--- config.mk ---
export PLATFORM = sky130hd
export DESIGN_NAME = sirv_gnrl_skidbuf
export DESIGN_NICKNAME = d
export VERILOG_FILES = /design/src/rtl/sirv_gnrl_skidbuf_pkg.sv /design/src/rtl/sirv_gnrl_skidbuf_dff.sv /design/src/rtl/sirv_gnrl_skidbuf.sv
export SDC_FILE = /design/constraint.sdc
export NUM_CORES = 1
export LEC_CHECK = 0
export ABC_CLOCK_PERIOD_IN_PS = 3800
export BUFFER_PORTS_ARGS = -buffer_cell sky130_fd_sc_hd__buf_2
export CAP_MARGIN = 10
export CORE_AREA = 2 2 74 76
export DETAILED_ROUTE_END_ITERATION = 12
export DIE_AREA = 0 0 76 78
export MAX_ROUTING_LAYER = met4
export PLACE_DENSITY_LB_ADDON = 0.2
export SETUP_SLACK_MARGIN = 0.4
export SLEW_MARGIN = 0
export SYNTH_ARGS = -nofsm -noshare
export SYNTH_HDL_FRONTEND = slang
export SYNTH_SLANG_ARGS = --single-unit
--- constraint.sdc ---
create_clock -name clk -period 3.8 [get_ports clk]
set_input_delay 0.76 -clock clk [delete_from_list [all_inputs] [get_ports clk]]
set_output_delay 0.76 -clock clk [all_outputs]
set_load 0.1 [all_outputs]
--- src/rtl/sirv_gnrl_skidbuf_pkg.sv ---
// Purpose: shared state encoding and decode helpers for the two-entry skid buffer.
// Latency: n/a (definitions only).
// Backpressure: n/a (definitions only).
package sirv_gnrl_skidbuf_pkg;

  localparam int         SKID_STW   = 2;
  localparam logic [1:0] SKID_EMPTY = 2'b00;
  localparam logic [1:0] SKID_BUSY  = 2'b01;
  localparam logic [1:0] SKID_FULL  = 2'b10;

  typedef enum logic [1:0] {
    ST_EMPTY = SKID_EMPTY,
    ST_BUSY  = SKID_BUSY,
    ST_FULL  = SKID_FULL
  } skid_st_e;

  // Consumer side sees a beat in BUSY and FULL only; 2'b11 reads as empty.
  function automatic logic skid_o_vld(input logic [1:0] st);
    return (st == SKID_BUSY) || (st == SKID_FULL);
  endfunction

  // Producer side is blocked only when both entries are occupied.
  function automatic logic skid_i_rdy(input logic [1:0] st);
    return (st != SKID_FULL);
  endfunction

endpackage

--- src/rtl/sirv_gnrl_skidbuf_dff.sv ---
// Purpose: load-enable flop cells; sirv_gnrl_dffl (no reset) and sirv_gnrl_dfflr (async active-low reset).
// Latency: one clock from lden/dnxt to qout.
// Backpressure: none; the cell loads whenever lden is high.
// Ports: lden load enable, dnxt next value, qout registered value, clk clock, rst_n reset (dfflr only).
module sirv_gnrl_dffl #(
  parameter int DW = 32
) (
  input  logic          clk,
  input  logic          lden,
  input  logic [DW-1:0] dnxt,
  output logic [DW-1:0] qout
);

  always_ff @(posedge clk) begin
    if (lden) qout <= dnxt;
  end

endmodule

module sirv_gnrl_dfflr #(
  parameter int          DW      = 32,
  parameter logic [DW-1:0] RST_VAL = '0
) (
  input  logic          clk,
  input  logic          rst_n,
  input  logic          lden,
  input  logic [DW-1:0] dnxt,
  output logic [DW-1:0] qout
);

  always_ff @(posedge clk or negedge rst_n) begin
    if (!rst_n)    qout <= RST_VAL;
    else if (lden) qout <= dnxt;
  end

endmodule

--- src/rtl/sirv_gnrl_skidbuf.sv ---
// Purpose: two-entry valid/ready skid buffer; main register drives the consumer, skid absorbs one stalled beat.
// Latency: one clock from input handshake to o_vld/o_dat; one beat per cycle sustained.
// Backpressure: i_rdy is a registered state decode, drops one cycle after the first stall; no o_rdy->i_rdy path.
// Ports: clk, rst_n; producer i_vld/i_rdy/i_dat; consumer o_vld/o_rdy/o_dat (o_dat is the main register).
module sirv_gnrl_skidbuf
  import sirv_gnrl_skidbuf_pkg::*;
#(
  parameter int DW = 32
) (
  input  logic          clk,
  input  logic          rst_n,
  input  logic          i_vld,
  output logic          i_rdy,
  input  logic [DW-1:0] i_dat,
  output logic          o_vld,
  input  logic          o_rdy,
  output logic [DW-1:0] o_dat
);

  logic [SKID_STW-1:0] state_r;
  logic [SKID_STW-1:0] state_nxt;
  logic                main_ena;
  logic                skid_ena;
  logic [DW-1:0]       main_nxt;
  logic [DW-1:0]       skid_r;

  always_comb begin
    state_nxt = state_r;
    main_ena  = 1'b0;
    skid_ena  = 1'b0;
    main_nxt  = i_dat;
    case (state_r)
      SKID_EMPTY: begin
        if (i_vld) begin
          state_nxt = SKID_BUSY;
          main_ena  = 1'b1;
        end
      end
      SKID_BUSY: begin
        if (i_vld && o_rdy) begin
          // Main beat leaves while the new one replaces it: occupancy unchanged.
          main_ena = 1'b1;
        end else if (i_vld) begin
          // i_rdy was still high this cycle, so the in-flight beat must land in skid.
          state_nxt = SKID_FULL;
          skid_ena  = 1'b1;
        end else if (o_rdy) begin
          state_nxt = SKID_EMPTY;
        end
      end
      SKID_FULL: begin
        if (o_rdy) begin
          // Skid beat is always the younger one; promote it to keep arrival order.
          state_nxt = SKID_BUSY;
          main_ena  = 1'b1;
          main_nxt  = skid_r;
        end
      end
      default: state_nxt = SKID_EMPTY;
    endcase
  end

  sirv_gnrl_dfflr #(
    .DW      (SKID_STW),
    .RST_VAL (SKID_EMPTY)
  ) u_state (
    .clk   (clk),
    .rst_n (rst_n),
    .lden  (1'b1),
    .dnxt  (state_nxt),
    .qout  (state_r)
  );

  sirv_gnrl_dffl #(
    .DW (DW)
  ) u_main (
    .clk  (clk),
    .lden (main_ena),
    .dnxt (main_nxt),
    .qout (o_dat)
  );

  sirv_gnrl_dffl #(
    .DW (DW)
  ) u_skid (
    .clk  (clk),
    .lden (skid_ena),
    .dnxt (i_dat),
    .qout (skid_r)
  );

  assign o_vld = skid_o_vld(state_r);
  assign i_rdy = skid_i_rdy(state_r);

endmodule

Yosys cells after proc, flatten, opt, wreduce, memory -nomap -nowiden
Index checks and enable logic that the tools add are counted.
- equal/unequal tests: 7
- mux-type cells: 14
- reductions and logical operators: 4
- operators with widths (cell ; count):
    two-way mux 32 bit ; 2
    two-way mux 2 bit ; 5
    inequality test 2 bit (second input constant) ; 4
    one-hot mux 2 bit (3 select lines) ; 1
    two-way mux 1 bit ; 5
    AND reduction 4 bit ; 1
    inequality test 3 bit (second input constant) ; 1
    one-hot mux 1 bit (3 select lines) ; 1
    == test 2 x 1 -> 1 bit (second input constant) ; 1
    == test 2 bit (second input constant) ; 1
    zero test 2 bit ; 1
    logical AND 1 bit ; 1
    logical OR 1 bit ; 1
- register bits after elaboration: 66
- bits of input ports: 36

Depth between registers and ports, before layout
Gate-level depths: netlist of the first run.
- depth in word-level cells: 4
- mapped depth: 6
- depth with buffers taken out: 6

Cells and area by module
Synthesis of the first run repeated with hierarchy kept, for this count alone.
- cells, all modules: 130
- area total of the unflattened synthesis: 2675.1 um^2
- by module, submodules not included (module ; times used ; cells an instance ; area each (um^2)):
    sirv_gnrl_dffl ; 2 ; 32 ; 960.9
    sirv_gnrl_skidbuf ; 1 ; 62 ; 680.7
    sirv_gnrl_dfflr ; 1 ; 4 ; 72.6

Least setup slack after synthesis of the first run
OpenSTA, ideal clock, no wires.
- path kind: input -> register
- from: in i_vld
- to: reg u_main.qout[0], enable pin
- library setup time: 0.432 ns
- arrival: 2.600 ns
- slack: 0.768 ns
- stages on the path: 3
- path buffers: 0
- cells stage by stage: and2_1 -> o21ai_0 -> a21oi_1
- longest elaborated chain between the ends: 3
- RTL lines (element ; RTL line ; source):
    from (decl) ; sirv_gnrl_skidbuf.sv:12 ; input logic i_vld,
    logical AND 1 bit ; sirv_gnrl_skidbuf.sv:40 ; if (i_vld && o_rdy) begin
    two-way mux 1 bit ; sirv_gnrl_skidbuf.sv:40 ;
    one-hot mux 1 bit (3 select lines) * ; sirv_gnrl_skidbuf.sv:32 ; case (state_r)
    net main_ena ; sirv_gnrl_skidbuf.sv:22 ; logic main_ena;
    to (signal assigned) ; sirv_gnrl_skidbuf_dff.sv:15 ; if (lden) qout <= dnxt;
    to (decl) ; sirv_gnrl_skidbuf_dff.sv:11 ; output logic [DW-1:0] qout
The timed path passes the listed nets; every way through them passes the cells marked *.
A chain may end at the register's enable or synchronous reset.

Worst setup path after layout of the first run
- from: reg u_state.qout[0]
- to: out i_rdy
- longest elaborated chain between the ends: 1
- RTL lines (element ; RTL line ; source):
    from (decl) ; sirv_gnrl_skidbuf_dff.sv:28 ; output logic [DW-1:0] qout
    from (signal assigned) ; sirv_gnrl_skidbuf_dff.sv:33 ; else if (lden) qout <= dnxt;
    inequality test 2 bit ; sirv_gnrl_skidbuf_pkg.sv:24 ; return (st != SKID_FULL);
    to (decl) ; sirv_gnrl_skidbuf.sv:13 ; output logic i_rdy,
No other way between the ends.

==> metrics list, run 1 <==
- Number of buffers created by CTS: 9
- Dividing the detail-routed wire length by the instance count gives 15.5 um.
* Final number of hold-violating endpoints: 0
- Layout Utilization: 0.620
- Synth-to-layout area growth: 24.4%
* Cell count after placement: 259
* I/O pins: 70
- Total setup buffers inserted after CTS: 0
* Min-Delay Path Class: in -> async
- Via-per-instance ratio: 4.94
* Final period util: 0.621
- Horizontal die dimension: 76 um
- Headroom to the max-slew limit came out at 0.315.
- Total of flip-flops plus latches after synthesis: 66
* Period minus WS final: 2.36 ns
* Resize count post-CTS: 0
* Wirelength, routed: 4260 um
* Global routing usage summed across all routing layers: 0.157
- Core Box Area: 5040 um2
* Type of origin of the critical path: flip-flop
* Data arrival time of the worst path: 1.60 ns
- Entering global routing, the biggest net connects 33 pins.
- Clock transition at path regs: 0.06 ns
- Path type of the worst setup path: reg -> out
- The worst register-to-register path ends at u_main.qout[25].
- Measured in cells, the most critical reg-to-reg path has a length of 5.
* Launch point of the worst reg-to-reg path: u_state.qout[1]
- The wire-length estimate of the detail-placed layout is 2890 um.
- The net count of the finished layout is 241.
- The number of hold buffers added after CTS was 0.
- Part of the Yosys area used for sequential elements: 0.784
- The initial utilization of the core area, before any placement, comes to 0.499.
- Net count after synthesis: 164
- The floorplan step defined a die boundary enclosing 5930 um2.
- TritonCTS built the clock tree.
- Across the routed clock network, the largest skew measured is 0.00655 ns.
- FP Rows: 26
- Leaving out fill and tap cells, the most frequent cell in the layout is sky130_fd_sc_hd__buf_2.
* Placed inst area: 2950 um2
- The tree built by TritonCTS fans out to 66 sinks.
- Setup violations remaining at the end of the flow were counted as 0.
* DRC marker count from the first detailed-route iteration: 70
- Fill cell instance count of the final layout: 380
* Pins over their slew limit: 0
- Detailed routing inserted a total of 1359 vias.
* DRC: 0
* EDFF count, synth: 64
- Max-cap violation count: 0
- Once layout is complete, the cells apart from fillers number 275.
* Fraction of final layout cells with drive strength greater than 1: 0.561
- Insertion delay of the later-clocked pin in the worst-skew pair: 0.33 ns
- During placement, the flow inserted port buffers numbering 69.
- Fin Setup TNS: 0 ns
- Vertical extent of the die: 78 um
- Summed over all layers, the global routing overflow is 0.
- Netlist area before placement: 2510 um2
- Result of the run: complete, no violations
- Post-synth cell types: 17
* Highest achievable clock rate: 424 MHz
- Dominant register cell in the synthesized netlist: sky130_fd_sc_hd__edfxtp_1
* Endpoint class of the critical path: output pin
* Origin of the worst setup path: u_state.qout[0]
- Number of levels in the clock H-tree: 3
- The number of global-route vias before repair is 1440.
- Crit path capture: i_rdy
* Setup slack on the worst flop-to-flop path: 1.55 ns
- The number of antenna violations at the first check in global routing was 0.
* Master cell of the clock root buffer: sky130_fd_sc_hd__clkbuf_8
- At the end of routability-driven placement, the weighted congestion stood at 0.706.
- Yosys printed 0 warnings.
- The first detailed-routing pass ran for 4 iterations.
- After synthesis, the share of flip-flops with an asynchronous set or reset is 0.0303.
- Post-layout instance area: 3130 um2
* Wire length of the first global-routing pass: 6730 um
* Highest fanout seen on the critical path: 4
* Maximum number of buffers from clock root to sink: 2
- 0 antenna diodes ended up in the layout.
* Required time at the endpoint of the critical path: 3.04 ns
- Commonest cells after routing, fill and taps aside: 69 x sky130_fd_sc_hd__buf_2, 64 x sky130_fd_sc_hd__edfxtp_1, 31 x sky130_fd_sc_hd__mux2_2
- Transition time at the pin with the least slew margin: 1.02 ns
- The detail route stage leaves a number of antenna-violating nets equal to 0.
* RSZ-0062 raised after global routing: no
- Avg Inst Size Synth: 20.4 um2
- Cells after Synth: 123
[sequential cells by signal, indices dropped and copies added, names as in the netlist]
name / flops
u_main.qout: 32
u_state.qout: 2
u_skid.qout: 32
[critical path, cell delays in order, from the launching register on]
cell and delay [ns]:
sky130_fd_sc_hd__dfrtp_1 0.42, sky130_fd_sc_hd__inv_1 0.10, sky130_fd_sc_hd__ha_1 0.25, sky130_fd_sc_hd__inv_1 0.08, sky130_fd_sc_hd__buf_2 0.42
[stage by stage]
step           setup slack [ns]  hold WS (ns)
2_1_floorplan             0.768         0.464
6_report                   1.44         0.208
5_1_grt                    1.33         0.186
3_5_place_dp               1.31         0.535
3_3_place_gp               1.40         0.514
4_1_cts                    1.42         0.188
[how the worst min path moves through the flow]
stage	slack, ns	cells past startpoint	endpoint
6_report	0.21	1	u_state.qout[1]
3_5_place_dp	0.53	1	u_main.qout[30]
3_3_place_gp	0.51	1	u_main.qout[30]
2_1_floorplan	0.46	0	u_state.qout[0]
5_1_grt	0.19	1	u_state.qout[0]
4_1_cts	0.19	1	u_state.qout[1]
[synth_stat cells (all sizes together) (2+ instances only)]
cell type,count,area (um2)
dfrtp,2,50.1
nand2,3,13.8
buf,3,15.0
mux2,33,372
edfxtp,64,1920
ha,5,62.6
inv,4,15.0
a21oi,2,10.0
[final cells by class]
cell class,instances,area [um2],share of cell area
Clock buffer,12,135,0.0432
Clock inverter,4,42.5,0.0136
Inverter,4,15.0,0.00480
Multi-Input combinational cell,50,531,0.170
Sequential cell,66,1970,0.630
Tap cell,70,87.6,0.0280
Timing Repair Buffer,69,345,0.110
[per-layer routing]
layer	wire length, um	vias up	GRT usage
li1	-	630	-
met1	1760	666	0.174
met2	2200	52	0.258
met3	199	11	0.0407
met4	96	0	0.0945
met5	0	-	-
[logic make-up (layout without fill, tap and decap cells)]
| group | count (synthesis) | in the layout | synth area share |
|---|---|---|---|
| fa+ha+maj | 5 | 5 | 0.0249 |
| compound gates | 5 | 5 | 0.0149 |
| mux | 34 | 34 | 0.152 |
| simple gates | 6 | 6 | 0.0120 |
| buf+inv | 7 | 89 | 0.0119 |
| flops | 66 | 66 | 0.784 |
Power of run 1 is not shown: default switching activity piles up to over one toggle a cycle in this logic, so the estimate is an artifact.
==> run 2, diff against run 1 <==
Settings changed: ABC_CLOCK_PERIOD_IN_PS 3800 to 2400.
Clock period 3.8 ns to 2.4 ns, I/O delays scaled along.
==> metrics list, run 2 (synthesis gave the netlist of run 1 again) <==
* Number of levels in the clock H-tree: 3 (unchanged)
* Vertical extent of the die: 78 um (unchanged)
- Result of the run: complete, no violations
- The slew of the pin with the lowest slew margin was 0.501 ns (-0.524 ns).
- Number of global-route vias before repair: 1473 (+2.3%)
- Core Box Area: 5040 um2 (unchanged)
- Horizontal die dimension: 76 um (unchanged)
- Hold-critical path depth: 1
- Antenna violations before repair: 0 (unchanged)
- The number of top-level design ports is 70 (unchanged).
* Final number of hold-violating endpoints: 0 (unchanged)
* Master cell of the clock root buffer: sky130_fd_sc_hd__clkbuf_8
* Slowest library cell on the worst path: sky130_fd_sc_hd__dfrtp_1
- The critical path depth is 4 (unchanged).
- The count of nets after finishing came to 247 (+2.5%).
- The tightest slew margin relative to the limit came to 0.665 (+0.350).
* DRC marker count from the first detailed-route iteration: 45 (-36%)
- The register-to-register path setup slack was 0.62 ns (-0.93 ns).
- The routed wire length per instance came to 15.3 um (-1.2%).
* Wire length of the first global-routing pass: 7000 um (+4.0%)
- The routed design could run at a clock period as short as 1.93 ns.
- Count of antenna diodes in the layout: 0 (unchanged)
* Number of buffers and inverters on the critical path: 3 (unchanged)
* Highest fanout seen on the critical path: 4 (unchanged)
- For hold timing, the worst endpoint is u_skid.qout[22].
* Launch point of the worst reg-to-reg path: u_state.qout[1]
- Wirelength, routed: 4300 um (+0.92%)
- Maximum number of buffers from clock root to sink: 2 (unchanged)
- Data arrival time of the worst path: 1.45 ns (-0.15 ns)
- Global routing usage summed across all routing layers: 0.163 (+0.00590)
- The reported max-cap violation count is 0 (unchanged).
* Worst hold margin: 0.338 ns (+0.130 ns)
- Overall overflow remaining after global route: 0 (unchanged)
- The via density per instance is 4.80 (-2.9%).
* Type of origin of the critical path: flip-flop
- Relative to the synthesized area, the layout overhead comes to 27.2%.
* Insertion delay of the later-clocked pin in the worst-skew pair: 0.33 ns (about the same)
- TritonCTS clock tree: yes
- Fin Setup TNS: 0 ns (unchanged)
* Worst Setup Slack post-DPL: 0.587 ns (-0.719 ns)
* Critical Path Max Stage Delay: 0.41 ns (about the same)
- Number of clock sinks seen by CTS: 66 (unchanged)
* Hold path startpoint: i_dat[22]
* RSZ-0062 raised after global routing: no
- The count of TritonRoute iterations in the first routing pass was 4 (unchanged).
* Final setup fails: 0 (unchanged)
* Crit path cell chain: inv_1 -> ha_2 -> clkinvlp_4 -> buf_4
- The half-perimeter wire length of the detailed placement result is 3050 um (+5.4%).
* Weighted congestion reported at the end of routability-driven placement: 0.785 (+11%)
* Number of cells traversed by the worst register-to-register path: 6 (+1)
* DRC: 0 (unchanged)
- The floorplan die area was 5930 um2 (unchanged).
- Non-filler cells, final: 281 (+2.2%)
* Endpoint class of the critical path: output pin
* Commonest cells after routing, fill and taps aside: 67 x sky130_fd_sc_hd__buf_2, 64 x sky130_fd_sc_hd__edfxtp_1, 31 x sky130_fd_sc_hd__mux2_2
* Cell count after placement: 264 (+1.9%)
* FP Rows: 26 (unchanged)
* Path type of the worst setup path: reg -> out
- Number of buffers created by CTS: 9 (unchanged)
* Maximum number of pins on one net before global-route repair: 19 (-42%)
- Post-route ant nets: 0 (unchanged)
- Of the available clock period, the critical path in the final layout requires 0.803.
- The worst register-to-register path ends at u_main.qout[25].
- Total via count after detailed routing: 1348 (-0.81%)
- Registers with the most flip-flops: u_main.qout x32, u_skid.qout x32, u_state.qout x2
* Clock Skew: 0.00432 ns (-0.00222 ns)
* Highest achievable clock rate: 519 MHz
- Kind of cell adding the most delay to the critical path: buffers and inverters
- The clock transition at the registers of the reported paths was 0.07 ns (about the same).
- The path class of the tightest hold or removal check is in -> reg.
* Commonest non-fill, non-tap cell in the layout: sky130_fd_sc_hd__buf_2
* Worst setup margin: 0.473 ns (-0.968 ns)
- The total of buffers placed on input and output ports came to 69 (unchanged).
* Pins over their slew limit: 0 (unchanged)
- The effective utilization at floorplan is 0.499 (unchanged).
- Required time at the endpoint of the critical path: 1.92 ns (-1.12 ns)
- Fill cell instance count of the final layout: 390 (+2.6%)
- Fraction of final layout cells with drive strength greater than 1: 0.573 (+0.0125)
run 2: routing by layer:
layer,track usage,wire [um],part of all wire
met3,0.0453,228,0.053
met1,0.178,1760,0.41
met5,-,0,0
met2,0.271,2230,0.52
met4,0.0927,76,0.018
run 2: layout make-up:
type / count / area, um2 / share of cell area
timing repair buffer: 75 / 410 / 0.128
multi-input combinational: 50 / 533 / 0.167
sequential: 66 / 1970 / 0.617
clock inverter: 5 / 45.0 / 0.0141
clock buffer: 11 / 131 / 0.0411
tap: 70 / 87.6 / 0.0274
inverter: 4 / 18.8 / 0.00587
run 2: per-stage QoR:
stage               area, um2   util
CTS                      3200  0.634
detailed placement       3000  0.596
floorplan                2530      -
global placement         3000  0.596
global route             3200  0.634
finish                   3200  0.634
run 2: worst max-delay path by stage:
stage / from / endpoint
after floorplan: u_state.qout[0] / u_state.qout[1]
after global placement: u_state.qout[0] / u_main.qout[17]
after detailed placement: u_state.qout[1] / u_main.qout[17]
after CTS: u_state.qout[0] / i_rdy
after global routing: u_state.qout[0] / i_rdy
final: u_state.qout[0] / i_rdy
run 2: what timing repair did:
item	in CTS	in global routing
hold endpoints to repair	2	0
buffers inserted	0	0
endpoints found under the setup margin	2	1
hold buffers	1	0
gates resized for setup	2	1
Power of run 2 is left out for the same reason.
==> run 3, diff against run 2 <==
Settings changed: ABC_AREA set to 1, ABC_CLOCK_PERIOD_IN_PS 2400 to 1700, CORE_AREA 2 2 74 76 to 2 2 79 81, DIE_AREA 0 0 76 78 to 0 0 81 83.
Clock period 2.4 ns to 1.7 ns, I/O delays scaled along.
==> metrics list, run 3 <==
- Reported leakage power: 1.79 nW
- Commonest non-fill, non-tap cell in the layout: sky130_fd_sc_hd__edfxtp_1
- Horizontal die dimension: 81 um (+6.6%)
- I/O pins: 70 (unchanged)
- Fraction of final layout cells with drive strength greater than 1: 0.678 (+0.104)
- After synthesis, the most frequently instantiated cells are 64 x sky130_fd_sc_hd__edfxtp_1, 29 x sky130_fd_sc_hd__mux2_4, 11 x sky130_fd_sc_hd__nand2_1, 7 x sky130_fd_sc_hd__inv_1, 5 x sky130_fd_sc_hd__ha_1.
- TritonRoute pass-1 iters: 4 (unchanged)
- Data arrival time of the worst path: 1.75 ns (+0.30 ns)
- The path class of the tightest hold or removal check is in -> reg.
* Avg Inst Size Synth: 20.2 um2 (-1.1%)
- Part of the Yosys area used for sequential elements: 0.745 (-0.0397)
* Commonest cells after routing, fill and taps aside: 64 x sky130_fd_sc_hd__edfxtp_1, 35 x sky130_fd_sc_hd__buf_2, 32 x sky130_fd_sc_hd__mux2_4
* Share of Yosys cell area claimed by the top area cell type: 0.726 (-0.0387)
- Wirelength, routed: 6190 um (+44%)
* Vertical extent of the die: 83 um (+6.4%)
- The biggest area contributor in the post-synthesis netlist is sky130_fd_sc_hd__edfxtp_1.
* Relative slew slack: 0.862 (+0.197)
- The clock latency on the worst-skew pair is 0.34 ns (about the same).
* Number of warnings printed during yosys synthesis: 0 (unchanged)
- Master cell of the clock root buffer: sky130_fd_sc_hd__clkbuf_8
* Total of flip-flops plus latches after synthesis: 66 (unchanged)
- The count of cell types in the netlist came to 14 (-3).
* Crit path cell chain: inv_2 -> ha_4 -> buf_12 -> nand2_8 -> a31oi_4 -> buf_6 -> buf_6 -> buf_12
- The number of setup violations in the final report is 0 (unchanged).
* Max IR drop VDD: 1.38 mV
* Maximum number of buffers from clock root to sink: 2 (unchanged)
* Dominant register cell in the synthesized netlist: sky130_fd_sc_hd__edfxtp_1
* Path type of the worst setup path: reg -> reg
* Number of clock sinks seen by CTS: 66 (unchanged)
- The antenna diode instance count is 0 (unchanged).
* FP Rows: 28 (+7.7%)
* Synth-to-layout area growth: 60.3%
- Post-route ant nets: 0 (unchanged)
- Slowest library cell on the worst path: sky130_fd_sc_hd__dfrtp_1
- Placed wire-length estimate: 3400 um (+11%)
- The area of the mapped netlist is 2650 um2 (+5.3%).
- Grouping stages by cell kind, the critical path spends the most delay in buffers and inverters.
- The core box area came to 5820 um2 (+15%).
- Transition time at the pin with the least slew margin: 0.206 ns (-0.295 ns)
* Cells after Synth: 131 (+6.5%)
- The effective utilization at floorplan is 0.455 (-0.0433).
- The routed wire length per instance was 19.5 um (+28%).
- The required time of the critical path was 1.75 ns (-0.17 ns).
* Number of global-route vias before repair: 1739 (+18%)
- Net count, final: 278 (+13%)
- Wire length of the first global-routing pass: 8810 um (+26%)
* Setup slack on the worst flop-to-flop path: 0.006 ns (-0.61 ns)
- Highest fanout seen on the critical path: 8 (+4)
- Antenna violations before repair: 0 (unchanged)
- RSZ-0062 raised after global routing: yes
- DRC marker count from the first detailed-route iteration: 98 (+120%)
- Number of levels in the clock H-tree: 3 (unchanged)
* Global routing usage summed across all routing layers: 0.188 (+0.0254)
- The total of buffers placed on input and output ports was 69 (unchanged).
- The run finished with clean final reports.
- Full die area: 6720 um2 (+13%)
* Final number of hold-violating endpoints: 0 (unchanged)
- The number of cells in the design after placement is 277 (+4.9%).
* Power per cell area: 2020 nW/um2
* Overall overflow remaining after global route: 0 (unchanged)
* Clock Skew: 0.00655 ns (+0.00223 ns)
- The final weighted congestion in routability-driven placement was 0.711 (-9.4%).
- The final critical-path setup slack was 0.00609 ns (-0.467 ns).
- The reported max-cap violation count was 0 (unchanged).
- Subtracting the final worst setup slack from the clock period gives 1.69 ns.
- The net count after synthesis is 172 (+4.9%).
- The DRC violations left is 0 (unchanged).
* Endpoint class of the critical path: flip-flop
- The number of standard cells in the layout, taps in and fillers out was 317 (+13%).
- Dividing the final minimum period by the clock period gives 0.996.
- TritonCTS built the clock tree.
* Top-count cell post-synth: sky130_fd_sc_hd__edfxtp_1
- Share of flip-flops with an asynchronous set or reset: 0.0303 (unchanged)
- Critical Path Max Stage Delay: 0.40 ns (about the same)
- The sum of buffers and inverters on the critical path is 5 (+2).
- Highest achievable clock rate: 590 MHz
- Type of origin of the critical path: flip-flop
- The clock transition at the registers of the reported paths was 0.07 ns (about the same).
* Worst Setup Slack post-DPL: 0.0729 ns (-0.514 ns)
* Pins over their slew limit: 0 (unchanged)
- Worst hold margin: 0.194 ns (-0.144 ns)
- Number of buffers created by CTS: 9 (unchanged)
- Post-layout instance area: 4240 um2 (+33%)
- The number of enable-type register cells in the synthesized netlist was 64 (unchanged).
- The via density per instance is 5.07 (+5.7%).
- The post-placement cell area was 3200 um2 (+6.6%).
* Maximum number of pins on one net before global-route repair: 17 (-2)
* Total via count after detailed routing: 1608 (+19%)
* Top post-synthesis cells by area: sky130_fd_sc_hd__edfxtp_1 73%, sky130_fd_sc_hd__mux2_4 16%, sky130_fd_sc_hd__ha_1 2.4%, sky130_fd_sc_hd__dfrtp_1 1.9%, sky130_fd_sc_hd__nand2_1 1.6%
* Registers with the most flip-flops: u_main.qout x32, u_skid.qout x32, u_state.qout x2
-- run 3: worst paths after layout --
kind | cells after the start | endpoint | start
min in group asynchronous | 2 | u_state.qout[0] | rst_n
hold / removal | 1 | u_skid.qout[21] | i_dat[21]
max in group asynchronous | 2 | u_state.qout[1] | rst_n
hold reg to reg | 1 | u_main.qout[11] | u_skid.qout[11]
setup reg to reg | 8 | u_main.qout[4] | u_state.qout[0]
setup / recovery | 8 | u_main.qout[4] | u_state.qout[0]
-- run 3: final cells by class --
type	instances	area, um2
Timing Repair Buffer	98	1160
Multi-Input combinational cell	55	772
Clock inverter	7	83.8
Inverter	7	32.5
Clock buffer	9	124
Fill cell	351	1570
Tap cell	75	93.8
Sequential cell	66	1970
-- run 3: repair_timing --
item,in CTS,in global routing
hold buffers,1,0
endpoints found under the setup margin,132,119
gates resized for setup,78,52
endpoints found under the hold margin,2,0
gates cloned,5,3
setup buffers,10,5
pin swaps,5,5
-- run 3: power breakdown --
part	total [W]	internal, W	switching (W)
combinational	0.00468	0.00173	0.00295
sequential	0.00250	0.00229	0.000208
clock	0.00138	0.000810	0.000571
-- run 3: cell families (layout without fill, tap and decap cells) --
family / after synthesis / count (layout) / synth area share
AO/OA/AOI/OAI: 2 / 2 / 0.00425
buffers and inverters: 10 / 121 / 0.0227
flip-flops: 66 / 66 / 0.745
AND/OR/NAND/NOR: 16 / 16 / 0.0274
adder cells (fa/ha/maj): 5 / 5 / 0.0236
multiplexers: 32 / 32 / 0.177
-- run 3: stage by stage --
step / utilization / total power (W) / TNS, ns
floorplan: - / 0.00507 / -7.91
global placement: 0.551 / 0.00562 / 0
detailed placement: 0.551 / 0.00572 / 0
CTS: 0.673 / 0.00799 / 0
global route: 0.730 / 0.00881 / -0.221
finish: 0.730 / 0.00856 / 0
-- run 3: routing by layer --
layer  track usage  vias to the layer above  share of wire
met4         0.112                        0          0.041
li1              -                      716              -
met1         0.199                      807           0.37
met3        0.0370                       24          0.050
met2         0.319                       61           0.54
met5             -                        -              0
Note: power is estimated with default switching activity, not from simulation.
